<file path="src/rtl/manta_bus_pkg.sv">
// Shared types and widths for the Manta register-bus arbiter.
package manta_bus_pkg;

   localparam int unsigned ADDR_W = 16;
   localparam int unsigned DATA_W = 16;

   typedef struct packed {
      logic [ADDR_W-1:0] addr;
      logic [DATA_W-1:0] data;
      logic              rw;
   } bus_req_t;

   typedef enum logic [1:0] {
      IDLE  = 2'd0,
      ISSUE = 2'd1,
      WAIT  = 2'd2
   } arb_state_t;

endpackage

</file>
<file path="src/rtl/manta_bus_arbiter_rr.sv">
// Combinational round-robin pick: first set request at or above ptr, with wrap.
module rr_arbiter #(
   parameter  int unsigned N     = 2,
   localparam int unsigned IDX_W = (N > 1) ? $clog2(N) : 1
) (
   input  logic [N-1:0]     req,
   input  logic [IDX_W-1:0] ptr,
   output logic [N-1:0]     grant,
   output logic [IDX_W-1:0] grant_idx
);

   logic             found;
   logic [IDX_W-1:0] cand;

   // Walk the requests starting at ptr and stop at the first one set.
   always_comb begin
      grant     = '0;
      grant_idx = '0;
      found     = 1'b0;
      cand      = '0;
      for (int unsigned i = 0; i < N; i++) begin
         cand = IDX_W'((32'(ptr) + i) % N);
         if (!found && req[cand]) begin
            found       = 1'b1;
            grant[cand] = 1'b1;
            grant_idx   = cand;
         end
      end
   end

endmodule

</file>
<file path="src/rtl/manta_bus_arbiter.sv">
// Round-robin arbiter sharing one Manta core chain among N_REQ masters,
// one transaction in flight, with an echo timeout.
module manta_bus_arbiter
   import manta_bus_pkg::*;
#(
   parameter int unsigned N_REQ   = 2,
   parameter int unsigned TIMEOUT = 255
) (
   input  logic                    clk,
   input  logic                    rst,
   input  logic [N_REQ-1:0]        req_valid_i,
   input  logic [ADDR_W*N_REQ-1:0] req_addr_i,
   input  logic [DATA_W*N_REQ-1:0] req_data_i,
   input  logic [N_REQ-1:0]        req_rw_i,
   output logic [N_REQ-1:0]        req_ready_o,
   output logic [N_REQ-1:0]        rsp_valid_o,
   output logic [DATA_W-1:0]       rsp_data_o,
   output logic                    rsp_err_o,
   output logic [ADDR_W-1:0]       bus_addr_o,
   output logic [DATA_W-1:0]       bus_data_o,
   output logic                    bus_rw_o,
   output logic                    bus_valid_o,
   input  logic [DATA_W-1:0]       bus_data_i,
   input  logic                    bus_rw_i,
   input  logic                    bus_valid_i
);

   localparam int unsigned IDX_W = (N_REQ > 1) ? $clog2(N_REQ) : 1;
   localparam int unsigned TMR_W = $clog2(TIMEOUT + 1);

   arb_state_t       state;
   logic [IDX_W-1:0] ptr;
   logic [IDX_W-1:0] owner;
   logic [IDX_W-1:0] grant_idx;
   logic [N_REQ-1:0] grant;
   logic [TMR_W-1:0] timer;
   bus_req_t         sel;
   logic             unused_bus_rw;

   // The echoed rw is not checked; the first echo completes the transaction.
   assign unused_bus_rw = bus_rw_i;

   rr_arbiter #(.N(N_REQ)) u_rr (
      .req       (req_valid_i),
      .ptr       (ptr),
      .grant     (grant),
      .grant_idx (grant_idx)
   );

   // Mux out the fields of the master chosen by the arbiter.
   always_comb begin
      sel = '0;
      for (int unsigned m = 0; m < N_REQ; m++) begin
         if (grant_idx == IDX_W'(m)) begin
            sel.addr = req_addr_i[m*ADDR_W +: ADDR_W];
            sel.data = req_data_i[m*DATA_W +: DATA_W];
            sel.rw   = req_rw_i[m];
         end
      end
   end

   // Transaction FSM: grant, issue the strobe, wait for echo or timeout.
   // Timer value equals cycles elapsed since the strobe cycle.
   // No grant in the cycle a response is presented, so the owner sees its
   // completion before re-arbitration starts.
   always_ff @(posedge clk or posedge rst) begin
      if (rst) begin
         state       <= IDLE;
         ptr         <= '0;
         owner       <= '0;
         timer       <= '0;
         req_ready_o <= '0;
         rsp_valid_o <= '0;
         rsp_data_o  <= '0;
         rsp_err_o   <= 1'b0;
         bus_addr_o  <= '0;
         bus_data_o  <= '0;
         bus_rw_o    <= 1'b0;
         bus_valid_o <= 1'b0;
      end else begin
         req_ready_o <= '0;
         rsp_valid_o <= '0;
         rsp_data_o  <= '0;
         rsp_err_o   <= 1'b0;
         bus_addr_o  <= '0;
         bus_data_o  <= '0;
         bus_rw_o    <= 1'b0;
         bus_valid_o <= 1'b0;
         case (state)
            IDLE: begin
               if ((|req_valid_i) && !(|rsp_valid_o)) begin
                  owner       <= grant_idx;
                  timer       <= '0;
                  req_ready_o <= grant;
                  bus_addr_o  <= sel.addr;
                  bus_data_o  <= sel.data;
                  bus_rw_o    <= sel.rw;
                  bus_valid_o <= 1'b1;
                  state       <= ISSUE;
               end
            end
            ISSUE: begin
               timer <= timer + TMR_W'(1);
               state <= WAIT;
            end
            WAIT: begin
               if (bus_valid_i) begin
                  rsp_valid_o <= N_REQ'(1) << owner;
                  rsp_data_o  <= bus_data_i;
                  ptr         <= IDX_W'((32'(owner) + 32'd1) % N_REQ);
                  state       <= IDLE;
               end else if (timer == TMR_W'(TIMEOUT - 1)) begin
                  rsp_valid_o <= N_REQ'(1) << owner;
                  rsp_err_o   <= 1'b1;
                  ptr         <= IDX_W'((32'(owner) + 32'd1) % N_REQ);
                  state       <= IDLE;
               end else begin
                  timer <= timer + TMR_W'(1);
               end
            end
            default: state <= IDLE;
         endcase
      end
   end

endmodule

</file>
<file path="config.mk">
export PLATFORM = sky130hd
export DESIGN_NAME = manta_bus_arbiter
export DESIGN_NICKNAME = d
export VERILOG_FILES = /design/src/rtl/manta_bus_pkg.sv /design/src/rtl/manta_bus_arbiter_rr.sv /design/src/rtl/manta_bus_arbiter.sv
export SDC_FILE = /design/constraint.sdc
export NUM_CORES = 1
export LEC_CHECK = 0
export CORE_AREA = 2 2 82 84
export CTS_BUF_LIST = sky130_fd_sc_hd__clkbuf_4
export DETAILED_ROUTE_END_ITERATION = 7
export DIE_AREA = 0 0 84 86
export PLACE_DENSITY = 0.92
export SYNTH_ARGS = -nofsm -noshare
export SYNTH_HDL_FRONTEND = slang
export SYNTH_SLANG_ARGS = --single-unit
</file>
<file path="constraint.sdc">
create_clock -name clk -period 4.3 [get_ports clk]
set_clock_uncertainty 0.15 [all_clocks]
set_input_delay 0.86 -clock clk [delete_from_list [all_inputs] [get_ports clk]]
set_output_delay 0.86 -clock clk [all_outputs]
set_load 0.01 [all_outputs]
</file>
==> results of run 1 <==
logic make-up (layout without fill, tap and decap cells):
family,Yosys count,in the layout,share of synthesized area (%)
AND/OR/NAND/NOR,115,115,19.5
flip-flops,67,67,61.1
multiplexers,1,1,0.411
buffers and inverters,22,168,3.65
adder cells (fa/ha/maj),5,5,2.28
AO/OA/AOI/OAI,61,61,13.0
cell usage after synthesis (4+ instances only):
| cell | n |
|---|---|
| a21oi_1 | 36 |
| and3_1 | 17 |
| buf_2 | 8 |
| clkbuf_1 | 6 |
| dfrtp_1 | 67 |
| ha_1 | 5 |
| inv_1 | 7 |
| nand2_1 | 69 |
| nand2b_1 | 4 |
| nand3_1 | 6 |
| nor2_1 | 8 |
| o21ai_0 | 8 |
layer usage:
layer  track usage [%]  vias to the layer above  part of all wire (%)
met5                 0                        -                     0
met4              10.4                        0                   2.3
met3              4.43                       16                   5.5
met2              38.4                      100                    52
met1              26.1                     1195                    40
li1                  -                     1194                     -
state kept, by name, indices dropped and copies added (netlist names):
signal	cells
timer	8
bus_addr_o	16
bus_valid_o	1
rsp_data_o	16
rsp_err_o	1
state	2
ptr	1
bus_rw_o	1
bus_data_o	16
owner	1
req_ready_o	2
rsp_valid_o	2
worst reg2reg max path, cell delays in order, from the launching register on:
cell     delay [ps]
dfrtp_1         370
inv_1            70
ha_1            420
o21ba_2         300
a31oi_1         570
nor2_1          130
a32o_1          280
final cells by class:
cell class / instances / area (um2) / share of cell area (%)
well taps: 77 / 96.3 / 2.21
flip-flops and latches: 67 / 1680 / 38.5
clock inverters: 7 / 77.6 / 1.78
repair buffers: 145 / 1440 / 33.1
multi-input cells: 182 / 973 / 22.3
clock buffers: 9 / 67.6 / 1.55
inverters: 7 / 26.3 / 0.603
path summary, 6_finish.rpt:
kind,to,start
max,timer[6],req_valid_i[0]
min,rsp_valid_o[0],owner
max reg2reg,timer[6],state[0]
min reg2reg,rsp_valid_o[0],owner
max in group asynchronous,bus_data_o[12],rst
min in group asynchronous,rsp_data_o[15],rst
report_power, final:
part / leakage [nW] / internal, mW / switching, mW / total (mW)
Sequential: 0.901 / 0.778 / 0.0666 / 0.845
Clock: 0.0765 / 0.181 / 0.239 / 0.419
Combinational: 1.04 / 0.420 / 0.422 / 0.843
Total: 2.02 / 1.38 / 0.728 / 2.11
through the flow:
| stage | setup slack (ps) | cell area (um2) | hold WS [ps] |
|---|---|---|---|
| 3_5_place_dp | 1430 | 4210 | 292 |
| 3_3_place_gp | 1430 | 4210 | 281 |
| 2_1_floorplan | 1610 | 2740 | 268 |
| 4_1_cts | 1860 | 4360 | 306 |
| 5_1_grt | 1710 | 4360 | 344 |
| 6_report | 1840 | 4360 | 301 |
==> reports/metrics.cfg, run 1 <==
[run_status]
status=finished, final reports clean

[cells_and_area]
fillers=460
nets=505
final_cell_mix=141 x clkdlybuf4s50_1, 69 x nand2_1, 67 x dfrtp_1
post-route-util_pct=69.4
n_antenna_cell=0
layout_commonest_cell=clkdlybuf4s50_1
final_layout_size_suffix_gt1_share_pct=6.47
area_growth_pct=58.9
final-instance-count-excl-fill=494

[placed_design]
gp_congestion=0.759
portBuffers=141
hpwl_um=5650
dp.cells=478

[job]
drv_cap=0

[clock_tree]
clock-sinks=67
ctsHoldBuffers=0
cts_max_path_buffers=2
htreeDepth=3
clk_latency_ps=410
cts_buffers=9
post-cts-setup-buffer-count=0
cts-root-buf=clkbuf_4
ctsResizeCount=0
clk_pin_slew_ps=110
cts_tree=yes

[floorplan]
dieWidth_um=84
start_util_pct=43.7
rows=29
num_io_pins=143
coreArea_mm2=0.00628
fp.dieH_um=86
die-area_mm2=0.00722

[drt]
ant_nets=0
wl_per_cell_um=15.6
routed_via_density=5.07
drt_iter0_markers=108
vias=2505
drt_wl_total_um=7720
drt-pass1-iter-count=4
drcViolationCount=0

[synthesis]
synthArstFlopShare_pct=100
synth_top_area_share_pct=61.1
ys_warn_count=0
yosysSeqAreaShare_pct=61.1
synthCells=271
yosysUniqueCellTypes=33
synth_edf_count=0
synth_top_area_cell=dfrtp_1
synthesis.area_mm2=0.00274
synth.area.top_cells=dfrtp_1 61%, nand2_1 9.4%, a21oi_1 6.6%
ys_ff_latch=67
synth.net_count=364
synth.avg_cell_area_um2=10.1
synthFlopType=dfrtp_1

[power_and_ir_drop]
irDropWorstVdd_mv=0.288
p_leak_nw=2.02
powerDensity_mw_per_mm2=483
total_power_mw=2.11

[sta]
rsz0062_at_grt=false
finalHoldViolations=0
fin_crit_ps=2460
drv_slew=0
max_slew.worst_pin.slew_ps=757
worst_slew_margin_rel_pct=49.3
post-route-period-util_pct=57.1
max_freq_mhz=407
finalSetupViolations=0
fin_tns_setup_ps=0

[global_routing]
grtUsageTotal_pct=22.0
antenna_found_initial=0
grt_max_degree=46
gr-total-overflow=0
grt_pass1_vias=2563
grt_pass1_wl_um=12400

[setup_path]
path_max_fanout=11
cp-start-kind=primary input
cp.buffers_inverters=1
path_class=in -> reg
crit_chain=clkdlybuf4s50_1 > or2_1 > a31oi_1 > nor2_1 > a32o_1
r2r_slack_ps=1900
worstSetupEndpointType=register
cp_top_family=compound AO/OA/AOI/OAI gates
slowest_stage=a31oi_1
cp.depth=5
reg2reg_depth=6
cp.required_ps=4450
cp.arrival_ps=2600
cpPeakStageDelay_ps=600

[min_path]
min_path_type=reg -> reg
holdPathStages=1

Note: power is estimated with default switching activity, not from simulation.
==> run 2, diff against run 1 <==
CORE_AREA = 2 2 90 92   (was 2 2 82 84)
DIE_AREA = 0 0 92 94   (was 0 0 84 86)
PLACE_DENSITY = 0.82   (was 0.92)
clock period = 2 ns   (was 4.3 ns; I/O delays follow)
==> reports/metrics.cfg, run 2 (same netlist as run 1, synthesis figures left out) <==
[run_status]
status=finished, final reports clean

[power_and_ir_drop]
p_clk_share_pct=20.5  ; +0.6 points
swShare_pct=32.7  ; -1.8 points
p_int_mw=3.25  ; +140%
p_switching_mw=1.58  ; +120%
irDropWorstVdd_mv=0.490  ; +70%
p_seq_share_pct=37.3  ; -2.8 points
powerDensity_mw_per_mm2=1050  ; +120%
combPwrFrac_pct=42.2  ; +2.2 points
p_leak_nw=2.13  ; +5.4%

[floorplan]
rows=32  ; +10%
num_io_pins=143  ; unchanged
fp.dieH_um=94  ; +9.3%
die-area_mm2=0.00865  ; +20%
start_util_pct=36.1  ; -7.6 points
coreArea_mm2=0.00761  ; +21%
dieWidth_um=92  ; +9.5%

[placed_design]
gp_congestion=0.786  ; +3.5%
hpwl_um=5590  ; -0.93%
portBuffers=141  ; unchanged
dp.cells=519  ; +8.6%

[clock_tree]
cts_tree=yes
cts_max_path_buffers=2  ; unchanged
clk_latency_ps=390  ; -20 ps
clock-sinks=67  ; unchanged
cts_buffers=9  ; unchanged
cts-root-buf=clkbuf_4
clk_pin_slew_ps=110  ; about the same
htreeDepth=3  ; unchanged
ctsHoldBuffers=0  ; unchanged

[setup_path]
cp-start-kind=register
cp.arrival_ps=2040  ; -560 ps
path_class=reg -> reg
r2r_slack_ps=90  ; -1810 ps
path_max_fanout=6  ; -5
cp.required_ps=2130  ; -2320 ps
worstSetupEndpointType=register

[cells_and_area]
fillers=613  ; +33%
layout_commonest_cell=clkdlybuf4s50_1
multi_input_area_um2=988  ; +1.5%
final_cell_mix=141 x clkdlybuf4s50_1, 69 x nand2_1, 67 x dfrtp_1
final-instance-count-excl-fill=535  ; +8.3%
area_growth_pct=68.0
final_layout_size_suffix_gt1_share_pct=10.9  ; +4.4 points
ff_latch_area_mm2=0.00168  ; unchanged
post-route-util_pct=60.6  ; -8.9 points
nets=521  ; +3.2%
n_antenna_cell=0  ; unchanged
reg.largest.list=bus_addr_o: 16 flops, bus_data_o: 16 flops, rsp_data_o: 16 flops

[drt]
ant_nets=0  ; unchanged
drt_iter0_markers=95  ; -12%
routed_via_density=4.70  ; -7.4%
vias=2512  ; +0.28%
drcViolationCount=0  ; unchanged
drt-pass1-iter-count=4  ; unchanged
drt_wl_total_um=7490  ; -2.9%
wl_per_cell_um=14.0  ; -10%

[global_routing]
grt_pass1_vias=2583  ; +0.78%
gr-total-overflow=0  ; unchanged
grtUsageTotal_pct=18.0  ; -4.0 points
antenna_found_initial=0  ; unchanged
grt_pass1_wl_um=12100  ; -2.0%
grt_max_degree=34  ; -26%

[sta]
max_freq_mhz=525
post-route-period-util_pct=95.3
drv_slew=0  ; unchanged
finalSetupViolations=0  ; unchanged
fin_crit_ps=1910
worst_slew_margin_rel_pct=70.1  ; +21 points
finalHoldViolations=0  ; unchanged
max_slew.worst_pin.slew_ps=448  ; -308 ps

[min_path]
min_path_type=in -> async

[job]
drv_cap=0  ; unchanged

run 2: critical path, stage by stage, from the launching register on:
cell     delay [ps]
dfrtp_1         370
inv_1            70
ha_1            220
and4_4          200
a22o_2          270
buf_4           170
o31ai_1         250
o21ai_1         100
run 2: timing repair:
| item | in CTS | in global routing |
|---|---|---|
| setup endpoints to repair | 0 | 8 |
| setup buffers | 0 | 0 |
| gates resized for setup | 0 | 5 |
run 2: final cells by class:
cell class / count / area share (%)
Timing Repair Buffer: 161 / 35.3
Clock buffer: 9 / 1.47
Multi-Input combinational cell: 182 / 21.5
Inverter: 7 / 0.652
Tap cell: 102 / 2.77
Sequential cell: 67 / 36.4
Clock inverter: 7 / 2.01
run 2: worst paths after layout:
check / startpoint / endpoint / depth (start not counted)
min in group clk: owner / rsp_valid_o[0] / 1
hold reg to reg: owner / rsp_valid_o[0] / 1
setup / recovery: state[0] / timer[2] / 7
max in group asynchronous: rst / bus_data_o[12] / 3
setup reg to reg: state[0] / timer[2] / 7
hold / removal: rst / rsp_err_o / 2
run 2: power groups by stage:
stage	clock network (mW)	logic [mW]	registers [mW]
global placement	0	1.97	1.82
global route	1.08	2.25	1.84
floorplan	0	0.807	1.96
finish	0.991	2.04	1.81
CTS	1.03	2.03	1.80
detailed placement	0	2.02	1.83
run 2: layer usage:
metal,wire (um),GRT usage (%)
met3,396,4.09
met5,0,0
met4,132,7.34
met2,3910,32.0
met1,3050,21.0
run 2: stage by stage:
step | setup WS [ps] | hold slack, ps | total power, mW | TNS, ps | instance area [um2]
3_5_place_dp | -117 | 316 | 3.85 | -608 | 4430
2_1_floorplan | 212 | 268 | 2.77 | 0 | 2750
5_1_grt | -4.49 | 227 | 5.17 | -4.49 | 4610
3_3_place_gp | -81.7 | 293 | 3.79 | -252 | 4430
6_report | 93.6 | 213 | 4.84 | 0 | 4610
4_1_cts | 66.7 | 201 | 4.87 | 0 | 4590
